File: src/rtl/wb_writer_if.sv
// Writeback bus: M-stage result inputs, long-latency handshake and register-file write port.
interface wb_writer_if #(
    parameter int XLEN = 32
);
    logic            M_valid_i;
    logic            M_need_dstE_i;
    logic [4:0]      M_dstE_i;
    logic [1:0]      M_sel_i;
    logic [XLEN-1:0] M_alu_i;
    logic [XLEN-1:0] M_load_raw_i;
    logic [2:0]      M_funct3_i;
    logic [1:0]      M_addr_lo_i;
    logic [XLEN-1:0] M_pc_i;
    logic            LL_valid_i;
    logic            LL_ready_o;
    logic [4:0]      LL_dst_i;
    logic [XLEN-1:0] LL_data_i;
    logic            stall_o;
    logic            MD_need_dstE_o;
    logic [4:0]      MD_dstE_o;
    logic [XLEN-1:0] MD_data_o;

    modport master (
        output M_valid_i, M_need_dstE_i, M_dstE_i, M_sel_i, M_alu_i, M_load_raw_i,
               M_funct3_i, M_addr_lo_i, M_pc_i, LL_valid_i, LL_dst_i, LL_data_i,
        input  LL_ready_o, stall_o, MD_need_dstE_o, MD_dstE_o, MD_data_o
    );

    modport slave (
        input  M_valid_i, M_need_dstE_i, M_dstE_i, M_sel_i, M_alu_i, M_load_raw_i,
               M_funct3_i, M_addr_lo_i, M_pc_i, LL_valid_i, LL_dst_i, LL_data_i,
        output LL_ready_o, stall_o, MD_need_dstE_o, MD_dstE_o, MD_data_o
    );
endinterface

File: src/rtl/wb_writer.sv
// Writeback writer: formats M-stage results, merges long-latency results via a 2-entry FIFO.
// Optional retire counter output enabled by macro WB_RETIRE_CNT_EN.
module wb_writer #(
    parameter int XLEN         = 32,
    parameter int STARVE_LIMIT = 8
) (
    input  logic        clk_i,
    input  logic        rst_i,
    wb_writer_if.slave  wb
`ifdef WB_RETIRE_CNT_EN
    ,
    output logic [63:0] retire_cnt_o
`endif
);
    localparam int SW = $clog2(STARVE_LIMIT) + 1;

    typedef struct packed {
        logic [4:0]      dst;
        logic [XLEN-1:0] data;
    } ll_entry_t;

    ll_entry_t       r_fifo [2];
    logic            r_head;
    logic [1:0]      r_count;
    logic [SW-1:0]   r_starve;
    logic            r_stall;
    logic            r_md_need;
    logic [4:0]      r_md_dst;
    logic [XLEN-1:0] r_md_data;

    logic            w_busy;
    logic            w_push;
    logic            w_pop;
    logic            w_tail;
    ll_entry_t       w_head;
    logic [1:0]      w_count_nxt;
    logic [SW-1:0]   w_starve_nxt;
    logic [XLEN-1:0] w_shifted;
    logic [15:0]     w_half_s;
    logic [XLEN-1:0] w_load;
    logic [XLEN-1:0] w_result;

    assign wb.LL_ready_o = (r_count != 2'd2);
    assign w_push = wb.LL_valid_i && wb.LL_ready_o;
    assign w_busy = wb.M_valid_i && wb.M_need_dstE_i && (wb.M_dstE_i != 5'd0) && !r_stall;
    assign w_pop  = !w_busy && (r_count != 2'd0);
    assign w_head = r_fifo[r_head];
    assign w_tail = r_head ^ r_count[0];

    assign w_shifted = wb.M_load_raw_i >> {wb.M_addr_lo_i, 3'b000};
    assign w_half_s  = wb.M_addr_lo_i[1] ? wb.M_load_raw_i[31:16] : wb.M_load_raw_i[15:0];

    // NOTE: every output of a combinational block gets a default first, so no path can infer a latch.
    always_comb begin
        w_load = wb.M_load_raw_i;
        case (wb.M_funct3_i)
            3'b000:  w_load = {{(XLEN-8){w_shifted[7]}}, w_shifted[7:0]};
            3'b001:  w_load = {{(XLEN-16){w_half_s[15]}}, w_half_s};
            3'b100:  w_load = w_shifted & XLEN'(8'hFF);
            3'b101:  w_load = w_shifted & XLEN'(16'hFFFF);
            default: w_load = wb.M_load_raw_i;
        endcase
    end

    always_comb begin
        w_result = wb.M_alu_i;
        case (wb.M_sel_i)
            2'b01:   w_result = w_load;
            2'b10:   w_result = wb.M_pc_i + XLEN'(4);
            default: w_result = wb.M_alu_i;
        endcase
    end

    always_comb begin
        w_count_nxt  = r_count;
        w_starve_nxt = '0;
        if (w_push && !w_pop)
            w_count_nxt = r_count + 2'd1;
        else if (!w_push && w_pop)
            w_count_nxt = r_count - 2'd1;
        if ((r_count != 2'd0) && !w_pop)
            w_starve_nxt = r_starve + SW'(1);
    end

    // NOTE: sequential state uses non-blocking assignments so every flop samples pre-edge values.
    always_ff @(posedge clk_i or posedge rst_i) begin
        if (rst_i) begin
            r_count  <= 2'd0;
            r_head   <= 1'b0;
            r_starve <= '0;
            r_stall  <= 1'b0;
        end else begin
            r_count  <= w_count_nxt;
            r_starve <= w_starve_nxt;
            r_stall  <= (w_starve_nxt == SW'(STARVE_LIMIT - 1));
            if (w_pop)
                r_head <= ~r_head;
        end
    end

    // NOTE: FIFO storage is not reset; r_count alone decides which slots are meaningful.
    always_ff @(posedge clk_i) begin
        if (w_push)
            r_fifo[w_tail] <= '{dst: wb.LL_dst_i, data: wb.LL_data_i};
    end

    always_ff @(posedge clk_i or posedge rst_i) begin
        if (rst_i) begin
            r_md_need <= 1'b0;
            r_md_dst  <= 5'd0;
            r_md_data <= '0;
        end else if (w_busy) begin
            r_md_need <= 1'b1;
            r_md_dst  <= wb.M_dstE_i;
            r_md_data <= w_result;
        end else if (w_pop) begin
            r_md_need <= (w_head.dst != 5'd0);
            r_md_dst  <= w_head.dst;
            r_md_data <= w_head.data;
        end else begin
            r_md_need <= 1'b0;
        end
    end

    assign wb.stall_o        = r_stall;
    assign wb.MD_need_dstE_o = r_md_need;
    assign wb.MD_dstE_o      = r_md_dst;
    assign wb.MD_data_o      = r_md_data;

`ifdef WB_RETIRE_CNT_EN
    logic [63:0] r_retire_cnt;

    always_ff @(posedge clk_i or posedge rst_i) begin
        if (rst_i)
            r_retire_cnt <= 64'd0;
        else if (r_md_need)
            r_retire_cnt <= r_retire_cnt + 64'd1;
    end

    assign retire_cnt_o = r_retire_cnt;
`endif
endmodule

File: src/flat_wrapper.sv
// flat-port wrapper written by rule: the top's interface ports become plain ports
module wb_writer_flat 
#(
    parameter int XLEN         = 32,
    parameter int STARVE_LIMIT = 8
)
  (clk_i, rst_i, wb_M_valid_i, wb_M_need_dstE_i, wb_M_dstE_i, wb_M_sel_i, wb_M_alu_i, wb_M_load_raw_i, wb_M_funct3_i, wb_M_addr_lo_i, wb_M_pc_i, wb_LL_valid_i, wb_LL_dst_i, wb_LL_data_i, wb_LL_ready_o, wb_stall_o, wb_MD_need_dstE_o, wb_MD_dstE_o, wb_MD_data_o);
  wb_writer_if #(.XLEN(XLEN)) wb_i ();
  input  logic clk_i;
  input  logic rst_i;
  input wire logic [$bits(wb_i.M_valid_i)-1:0] wb_M_valid_i;
  input wire logic [$bits(wb_i.M_need_dstE_i)-1:0] wb_M_need_dstE_i;
  input wire logic [$bits(wb_i.M_dstE_i)-1:0] wb_M_dstE_i;
  input wire logic [$bits(wb_i.M_sel_i)-1:0] wb_M_sel_i;
  input wire logic [$bits(wb_i.M_alu_i)-1:0] wb_M_alu_i;
  input wire logic [$bits(wb_i.M_load_raw_i)-1:0] wb_M_load_raw_i;
  input wire logic [$bits(wb_i.M_funct3_i)-1:0] wb_M_funct3_i;
  input wire logic [$bits(wb_i.M_addr_lo_i)-1:0] wb_M_addr_lo_i;
  input wire logic [$bits(wb_i.M_pc_i)-1:0] wb_M_pc_i;
  input wire logic [$bits(wb_i.LL_valid_i)-1:0] wb_LL_valid_i;
  input wire logic [$bits(wb_i.LL_dst_i)-1:0] wb_LL_dst_i;
  input wire logic [$bits(wb_i.LL_data_i)-1:0] wb_LL_data_i;
  output wire logic [$bits(wb_i.LL_ready_o)-1:0] wb_LL_ready_o;
  output wire logic [$bits(wb_i.stall_o)-1:0] wb_stall_o;
  output wire logic [$bits(wb_i.MD_need_dstE_o)-1:0] wb_MD_need_dstE_o;
  output wire logic [$bits(wb_i.MD_dstE_o)-1:0] wb_MD_dstE_o;
  output wire logic [$bits(wb_i.MD_data_o)-1:0] wb_MD_data_o;
  assign wb_i.M_valid_i = wb_M_valid_i;
  assign wb_i.M_need_dstE_i = wb_M_need_dstE_i;
  assign wb_i.M_dstE_i = wb_M_dstE_i;
  assign wb_i.M_sel_i = wb_M_sel_i;
  assign wb_i.M_alu_i = wb_M_alu_i;
  assign wb_i.M_load_raw_i = wb_M_load_raw_i;
  assign wb_i.M_funct3_i = wb_M_funct3_i;
  assign wb_i.M_addr_lo_i = wb_M_addr_lo_i;
  assign wb_i.M_pc_i = wb_M_pc_i;
  assign wb_i.LL_valid_i = wb_LL_valid_i;
  assign wb_i.LL_dst_i = wb_LL_dst_i;
  assign wb_i.LL_data_i = wb_LL_data_i;
  assign wb_LL_ready_o = wb_i.LL_ready_o;
  assign wb_stall_o = wb_i.stall_o;
  assign wb_MD_need_dstE_o = wb_i.MD_need_dstE_o;
  assign wb_MD_dstE_o = wb_i.MD_dstE_o;
  assign wb_MD_data_o = wb_i.MD_data_o;
  wb_writer #(.XLEN(XLEN), .STARVE_LIMIT(STARVE_LIMIT)) u_core (.clk_i(clk_i), .rst_i(rst_i), .wb(wb_i));
endmodule
File: config.mk
export PLATFORM = sky130hd
export DESIGN_NAME = wb_writer_flat
export DESIGN_NICKNAME = d
export VERILOG_FILES = /design/src/rtl/wb_writer_if.sv /design/src/rtl/wb_writer.sv /design/src/flat_wrapper.sv
export SDC_FILE = /design/constraint.sdc
export NUM_CORES = 1
export LEC_CHECK = 0
export CAP_MARGIN = 10
export CORE_UTILIZATION = 52
export CTS_CLUSTER_SIZE = 20
export DETAILED_ROUTE_END_ITERATION = 7
export PLACE_DENSITY = 0.86
export SETUP_SLACK_MARGIN = 0.3
export SLEW_MARGIN = 20
export SYNTH_ARGS = -nofsm -noshare
export SYNTH_HDL_FRONTEND = slang
export SYNTH_SLANG_ARGS = --single-unit
File: constraint.sdc
create_clock -name clk_i -period 6.25 [get_ports clk_i]
set_input_delay 1.5625 -clock clk_i [delete_from_list [all_inputs] [get_ports clk_i]]
set_output_delay 1.5625 -clock clk_i [all_outputs]
set_load 0.02 [all_outputs]
==> summary.json, run 1 <==
{
  "run_status": {"value": "completed"},
  "antenna_found_initial": {"value": 0},
  "critical-path-max-stage-delay": {"value": 1060, "unit": "ps"},
  "synth.yosys.warnings": {"value": 0},
  "global_route.usage.total": {"value": 34.14, "unit": "%"},
  "grt_pass1_wl": {"value": 33590, "unit": "um"},
  "drt-wirelength-per-cell": {"value": 22.49, "unit": "um"},
  "timing.critical_path.max_delay_family": {"value": "compound AO/OA/AOI/OAI gates"},
  "worst_r2r_path_depth": {"value": 6},
  "syn-mean-instance-area": {"value": 10.57, "unit": "um2"},
  "clock.fmax": {"value": 234.6, "unit": "MHz"},
  "relSlewSlack": {"value": 35.77, "unit": "%"},
  "antenna-diode-count": {"value": 0},
  "grt.overflow.total": {"value": 0},
  "post_synth_inst_count": {"value": 633},
  "setup.worst_path.class": {"value": "in -> reg"},
  "clock_skew": {"value": 8.358, "unit": "ps"},
  "category_of_the_worst_setup_path_launch_point": {"value": "input port"},
  "synth-edff-count": {"value": 74},
  "worst_slack": {"value": 1987, "unit": "ps"},
  "cts_inserted_buffers": {"value": 17},
  "crit_path_cell_trace": {"value": "clkdlybuf4s50_1 -> mux4_2 -> a21oi_1 -> a21boi_1 -> a221oi_1 -> o22ai_1"},
  "timing.final.setup_violations": {"value": 0},
  "powerDensity": {"value": 409.8, "unit": "nW/um2"},
  "max-clock-path-buffers": {"value": 2},
  "synthDominantCellAreaShare": {"value": 33.21, "unit": "%"},
  "crit_fanout": {"value": 20},
  "worst_r2r_startpoint": {"value": "u_core.r_count[0]"},
  "fraction_of_layout_cells_with_a_size_suffix_above_1": {"value": 6.757, "unit": "%"},
  "detailedRoute.firstIterationViolations": {"value": 795},
  "synth_seq_area_share": {"value": 50.42, "unit": "%"},
  "hold_start": {"value": "u_core.r_starve[3]"},
  "design.die.area": {"value": 13320, "unit": "um2"},
  "final_cell_area": {"value": 9233, "unit": "um2"},
  "io_pins": {"value": 190},
  "max_cap_viol_count": {"value": 0},
  "dpl_cell_area": {"value": 8628, "unit": "um2"},
  "rsz0062_at_grt": {"value": "false"},
  "period_share": {"value": 68.21, "unit": "%"},
  "setup_tns": {"value": 0, "unit": "ps"},
  "r2r_slack": {"value": 3900, "unit": "ps"},
  "cts_num_sinks": {"value": 120},
  "initial_core_util": {"value": 53.23, "unit": "%"},
  "crit_start": {"value": "wb_M_addr_lo_i[0]"},
  "cts_root_buf": {"value": "clkbuf_16"},
  "synthDominantAreaCellType": {"value": "edfxtp_1"},
  "drt-pass1-iter-count": {"value": 5},
  "post_cts_resize_count": {"value": 0},
  "chipWidth": {"value": 115.4, "unit": "um"},
  "endpoint": {"value": "u_core.wb.MD_data_o[16]"},
  "vias": {"value": 6260},
  "grt_start_max_net_pins": {"value": 50},
  "period_minus_slack": {"value": 4263, "unit": "ps"},
  "synth_cell_type_count": {"value": 65},
  "layout.nets": {"value": 956},
  "dp_worst_setup_slack": {"value": 1321, "unit": "ps"},
  "final_core_util": {"value": 73.46, "unit": "%"},
  "number_of_vias_per_cell_after_detailed_routing": {"value": 6.349},
  "fp-row-count": {"value": 41},
  "worstReg2RegEnd": {"value": "u_core.r_count[1]"},
  "route.detailed.drc": {"value": 0},
  "cts.clk_slew.worst_paths": {"value": 60, "unit": "ps"},
  "place.detailed.hpwl": {"value": 15450, "unit": "um"},
  "critical_path_cell_count": {"value": 6},
  "buffer_ports.inserted": {"value": 189},
  "place.gp.congestion": {"value": 0.9394},
  "clock_insertion_delay_worst_skew": {"value": 430, "unit": "ps"},
  "hold_class": {"value": "reg -> reg"},
  "layout.filler_cells": {"value": 858},
  "synth.cell_area": {"value": 6690, "unit": "um2"},
  "power.ir.vdd_worst": {"value": 0.2764, "unit": "mV"},
  "grt_pass1_vias": {"value": 6164},
  "worst_hold_slack": {"value": 470.8, "unit": "ps"},
  "drt-total-wl": {"value": 22180, "unit": "um"},
  "cts_tree": {"value": "built"},
  "power.static_leakage": {"value": 3.419, "unit": "nW"},
  "async_reset_ff_share": {"value": 38.33, "unit": "%"},
  "timing.final.max_slew_violations": {"value": 0},
  "worst_setup_path_end_kind": {"value": "register"},
  "area_growth_syn_to_layout": {"value": 38.00, "unit": "%"},
  "synth_seq_cells": {"value": 120},
  "netlist_top_cells_area": {"value": "edfxtp_1 33%, dfrtp_1 17%, mux2i_1 7.2%, o21ai_0 3.4%, nand2_1 3.1%"},
  "syn_nets": {"value": 788},
  "crit_buf_inv": {"value": 1},
  "ctsHoldBuffers": {"value": 0},
  "fp.dieH": {"value": 115.4, "unit": "um"},
  "critical-path-slowest-cell": {"value": "clkdlybuf4s50_1"},
  "cts_max_level": {"value": 4},
  "design.core.area": {"value": 12570, "unit": "um2"},
  "cp_data_required_time": {"value": 6530, "unit": "ps"},
  "final_hold_viol_count": {"value": 0},
  "cp.arrival": {"value": 4540, "unit": "ps"},
  "route.antenna.remaining_nets": {"value": 0},
  "postSynth.topFlopCell": {"value": "edfxtp_1"},
  "cts.repair_timing.setup_buffer_count": {"value": 0},
  "tightest_slew": {"value": 963.5, "unit": "ps"}
}
==> cell families (layout without fill, tap and decap cells) <==
family                   Yosys count  in the layout  synth area share (%)
XOR/XNOR                          28             28                 3.666
flip-flops                       120            120                 50.42
buffers and inverters             57            238                 3.909
multiplexers                      53             53                 8.528
AND/OR/NAND/NOR                  178            178                 13.33
AO/OA/AOI/OAI                    192            192                 19.21
adder cells (fa/ha/maj)            5              5                0.9351
==> area by class of cell <==
| class | instances | area (um2) | share of cell area, % |
|---|---|---|---|
| tap | 172 | 215.2 | 2.331 |
| clock inverter | 13 | 147.6 | 1.599 |
| multi-input combinational | 456 | 3074 | 33.30 |
| timing repair buffer | 194 | 1942 | 21.03 |
| inverter | 12 | 46.29 | 0.5014 |
| sequential | 120 | 3374 | 36.55 |
| clock buffer | 19 | 432.9 | 4.689 |
==> synth_stat cells (all sizes together) (15+ instances only) <==
library cell / number
clkbuf: 35
a21oi: 27
o21ai: 46
edfxtp: 74
o22ai: 23
o211ai: 20
dfrtp: 46
nor2: 39
mux2i: 48
nand2: 55
xor2: 15
nand3: 20
==> state kept, by name (all words and copies together), names as in the netlist <==
register and count:
u_core.wb.MD_data_o 32, u_core.r_head 1, u_core.wb.MD_need_dstE_o 1, u_core.wb.MD_dstE_o 5
u_core.r_fifo 74, u_core.r_starve 4, u_core.r_count 2, u_core.wb.stall_o 1
==> layout by cell type, fill, tap and decap left out, drive strengths merged, types with 14 or more instances in the layout <==
master / n
clkdlybuf4s50: 189
edfxtp: 74
nand2: 55
mux2i: 48
o21ai: 46
dfrtp: 46
nor2: 39
a21oi: 27
o22ai: 23
nand3: 20
o211ai: 20
clkbuf: 19
xor2: 15
nor3: 14
o221ai: 14
==> per-layer routing <==
layer	routed length (um)	vias to the layer above	global-route usage [%]
li1	-	2775	-
met1	8990	3027	45.28
met2	10350	386	53.17
met3	2148	72	9.414
met4	688	0	13.94
met5	0	-	0
==> metrics by stage <==
step / instances / power [mW]
after detailed placement: 953 / 2.775
final: 986 / 3.783
after global placement: 953 / 2.715
after global routing: 986 / 3.942
after CTS: 985 / 3.769
after floorplan: 633 / 2.167
==> how the worst min path moves through the flow <==
stage                                   end  slack (ps)  depth (start not counted)
final                     u_core.wb.stall_o         470                          1
after floorplan           u_core.wb.stall_o         430                          1
after global placement    u_core.wb.stall_o         450                          1
after global routing      u_core.wb.stall_o         500                          1
after detailed placement  u_core.wb.stall_o         460                          1
after CTS                 u_core.wb.stall_o         470                          1
==> where the power goes <==
group          switching, mW  total [mW]  internal, mW
clock network          0.383       0.972         0.590
registers              0.152        1.34          1.19
logic                  0.835        1.47         0.634
==> worst register-to-register path: stages, from the launching register on <==
cell and delay, ps:
dfrtp_1 500, or2_2 740, nand2_1 230, ha_1 270, xor2_1 150, nor2_1 150
xor2_1 210
No activity file was read; power rests on OpenSTA's default activity.
==> inputs of run 2 (changes only) <==
- CORE_UTILIZATION: 52 -> 49
- PLACE_DENSITY: 0.86 -> 0.82
- clock period: 6.25 -> 4.35 ns (I/O delays scaled with it)
==> summary.json, run 2 (synthesis gave the netlist of run 1 again) <==
{
  "detailedRoute.firstIterationViolations": {"value": 616, "change": "-23%"},
  "worst_r2r_startpoint": {"value": "u_core.wb.stall_o"},
  "clock.fmax": {"value": 297.5, "unit": "MHz"},
  "fraction_of_layout_cells_with_a_size_suffix_above_1": {"value": 7.430, "unit": "%", "change": "+0.67 points"},
  "drt-pass1-iter-count": {"value": 5, "change": "unchanged"},
  "design.die.area": {"value": 14120, "unit": "um2", "change": "+6.0%"},
  "cts_num_sinks": {"value": 120, "change": "unchanged"},
  "largest_register_ffs": {"value": 74, "change": "unchanged"},
  "clock_skew": {"value": 8.536, "unit": "ps", "change": "+0.1775 ps"},
  "crit_fanout": {"value": 6, "change": "-70%"},
  "cts.clk_slew.worst_paths": {"value": 50, "unit": "ps", "change": "about the same"},
  "max-clock-path-buffers": {"value": 2, "change": "unchanged"},
  "cts_inserted_buffers": {"value": 17, "change": "unchanged"},
  "tightest_slew": {"value": 960.9, "unit": "ps", "change": "-2.575 ps"},
  "power.static_leakage": {"value": 3.473, "unit": "nW", "change": "+1.6%"},
  "worst_r2r_path_depth": {"value": 5, "change": "-1"},
  "clock_insertion_delay_worst_skew": {"value": 430, "unit": "ps", "change": "about the same"},
  "drt-total-wl": {"value": 22460, "unit": "um", "change": "+1.3%"},
  "design.core.area": {"value": 13300, "unit": "um2", "change": "+5.8%"},
  "cts_max_level": {"value": 4, "change": "unchanged"},
  "hold_start": {"value": "u_core.r_starve[3]"},
  "grt_start_max_net_pins": {"value": 50, "change": "unchanged"},
  "setup.worst_path.class": {"value": "in -> reg"},
  "cp_data_required_time": {"value": 4620, "unit": "ps", "change": "-1910 ps"},
  "crit_path_cell_trace": {"value": "clkdlybuf4s50_1 -> ha_1 -> nand4_1 -> or4_1 -> o21a_1 -> o21ai_0 -> a22oi_1"},
  "post_cts_resize_count": {"value": 0, "change": "unchanged"},
  "layout.nets": {"value": 963, "change": "+0.73%"},
  "layout_common_cells": {"value": "189 x clkdlybuf4s50_1, 74 x edfxtp_1, 55 x nand2_1, 48 x mux2i_1"},
  "post-layout-total-power": {"value": 5.472, "unit": "mW", "change": "+45%"},
  "place.gp.congestion": {"value": 1.010, "change": "+7.6%"},
  "cts_root_buf": {"value": "clkbuf_16"},
  "fp.dieH": {"value": 118.8, "unit": "um", "change": "+3.0%"},
  "power.ir.vdd_worst": {"value": 0.5147, "unit": "mV", "change": "+86%"},
  "most_frequent_standard_cell_in_the_layout_excluding_fill_and_tap_cells": {"value": "clkdlybuf4s50_1"},
  "cp.arrival": {"value": 3630, "unit": "ps", "change": "-910 ps"},
  "relSlewSlack": {"value": 35.94, "unit": "%", "change": "+0.17 points"},
  "critical-path-max-stage-delay": {"value": 690, "unit": "ps", "change": "-370 ps"},
  "route.antenna.remaining_nets": {"value": 0, "change": "unchanged"},
  "place.detailed.hpwl": {"value": 15890, "unit": "um", "change": "+2.8%"},
  "powerDensity": {"value": 589.1, "unit": "nW/um2", "change": "+44%"},
  "ctsHoldBuffers": {"value": 0, "change": "unchanged"},
  "r2r_slack": {"value": 2070, "unit": "ps", "change": "-1830 ps"},
  "category_of_the_worst_setup_path_launch_point": {"value": "input port"},
  "final_hold_viol_count": {"value": 0, "change": "unchanged"},
  "worstReg2RegEnd": {"value": "u_core.wb.MD_data_o[29]"},
  "critical-path-slowest-cell": {"value": "or4_1"},
  "antenna_found_initial": {"value": 1, "change": "+1"},
  "crit_buf_inv": {"value": 1, "change": "unchanged"},
  "min_to": {"value": "u_core.wb.stall_o"},
  "fp-row-count": {"value": 42, "change": "+2.4%"},
  "grt_pass1_vias": {"value": 6125, "change": "-0.63%"},
  "io_pins": {"value": 190, "change": "unchanged"},
  "worst_setup_path_end_kind": {"value": "register"},
  "rsz0062_at_grt": {"value": "false"},
  "area_growth_syn_to_layout": {"value": 38.84, "unit": "%"},
  "period_share": {"value": 77.27, "unit": "%"},
  "initial_core_util": {"value": 50.32, "unit": "%", "change": "-2.9 points"},
  "number_of_vias_per_cell_after_detailed_routing": {"value": 6.293, "change": "-0.89%"},
  "timing.final.setup_violations": {"value": 0, "change": "unchanged"},
  "max_cap_viol_count": {"value": 0, "change": "unchanged"},
  "setup_tns": {"value": 0, "unit": "ps", "change": "unchanged"},
  "route.detailed.drc": {"value": 0, "change": "unchanged"},
  "buffer_ports.inserted": {"value": 189, "change": "unchanged"},
  "registers.top_by_ff_count": {"value": "u_core.r_fifo"},
  "grt_pass1_wl": {"value": 34220, "unit": "um", "change": "+1.9%"},
  "cts.repair_timing.setup_buffer_count": {"value": 0, "change": "unchanged"},
  "period_minus_slack": {"value": 3361, "unit": "ps"},
  "vias": {"value": 6280, "change": "+0.32%"},
  "hold_class": {"value": "reg -> reg"},
  "chipWidth": {"value": 118.8, "unit": "um", "change": "+3.0%"},
  "hold_path_depth": {"value": 1, "change": "unchanged"},
  "run_status": {"value": "completed"},
  "drt-wirelength-per-cell": {"value": 22.50, "unit": "um", "change": "about the same"},
  "timing.final.max_slew_violations": {"value": 0, "change": "unchanged"},
  "global_route.usage.total": {"value": 32.47, "unit": "%", "change": "-1.7 points"},
  "timing.critical_path.max_delay_family": {"value": "simple AND/OR/NAND/NOR gates"},
  "grt.overflow.total": {"value": 0, "change": "unchanged"},
  "cts_tree": {"value": "built"}
}
run 2: changes by cell type in the layout (fill, tap and decap cells not counted), sizes merged:
| cell | previous run | this run |
|---|---|---|
| inv | 13 | 16 |
| clkinv | 6 | 7 |
| clkbuf | 19 | 17 |
| clkinvlp | 4 | 1 |
| bufinv | 2 | 3 |
| buf | 5 | 12 |
| diode | 0 | 1 |
run 2: per-stage QoR:
stage / utilization (%) / hold WS [ps] / instances / area (um2) / setup WS [ps]
2_1_floorplan: - / 431.1 / 633 / 6690 / 1190
6_report: 69.87 / 477.1 / 998 / 9289 / 988.6
3_5_place_dp: 65.35 / 464.1 / 965 / 8688 / 681.6
4_1_cts: 69.85 / 473.7 / 997 / 9286 / 1104
3_3_place_gp: 65.35 / 460.4 / 965 / 8688 / 702.3
5_1_grt: 69.85 / 512.9 / 997 / 9286 / 882.7
run 2: layout make-up:
cell class                 instances  area (um2)
antenna                            1       2.502
sequential                       120        3374
timing repair buffer             201        1982
multi-input combinational        456        3067
tap                              176       220.2
clock inverter                    15       172.7
fill                             963        4006
clock buffer                      17       425.4
inverter                          12       45.04
run 2: report_power, final:
part,switching [mW],leakage [nW],internal (mW)
clock,0.549,0.293,0.901
sequential,0.222,1.24,1.71
combinational,1.18,1.94,0.906
run 2: worst reg2reg max path: cells and delay by family, from the launching register on:
family	cells	cell delay, ps
compound gates	3	1030
flops	1	380
simple gates	2	790
run 2: worst max path at each step:
stage | startpoint | end | slack, ps | depth (start not counted)
after floorplan | wb_LL_valid_i | u_core.r_fifo[1][0] | 1190 | 2
after global placement | wb_M_pc_i[2] | u_core.wb.MD_data_o[20] | 700 | 7
after CTS | wb_M_pc_i[2] | u_core.wb.MD_data_o[20] | 1100 | 7
after detailed placement | wb_M_pc_i[2] | u_core.wb.MD_data_o[20] | 680 | 7
after global routing | wb_M_pc_i[2] | u_core.wb.MD_data_o[20] | 880 | 7
final | wb_M_pc_i[2] | u_core.wb.MD_data_o[20] | 990 | 7
run 2: per-layer routing:
layer / track usage [%] / part of all wire (%) / up-vias
met3: 7.807 / 9.0 / 58
met1: 45.00 / 43 / 3051
li1: - / - / 2781
met4: 11.71 / 2.9 / 0
met2: 49.71 / 45 / 390
met5: 0 / 0 / -
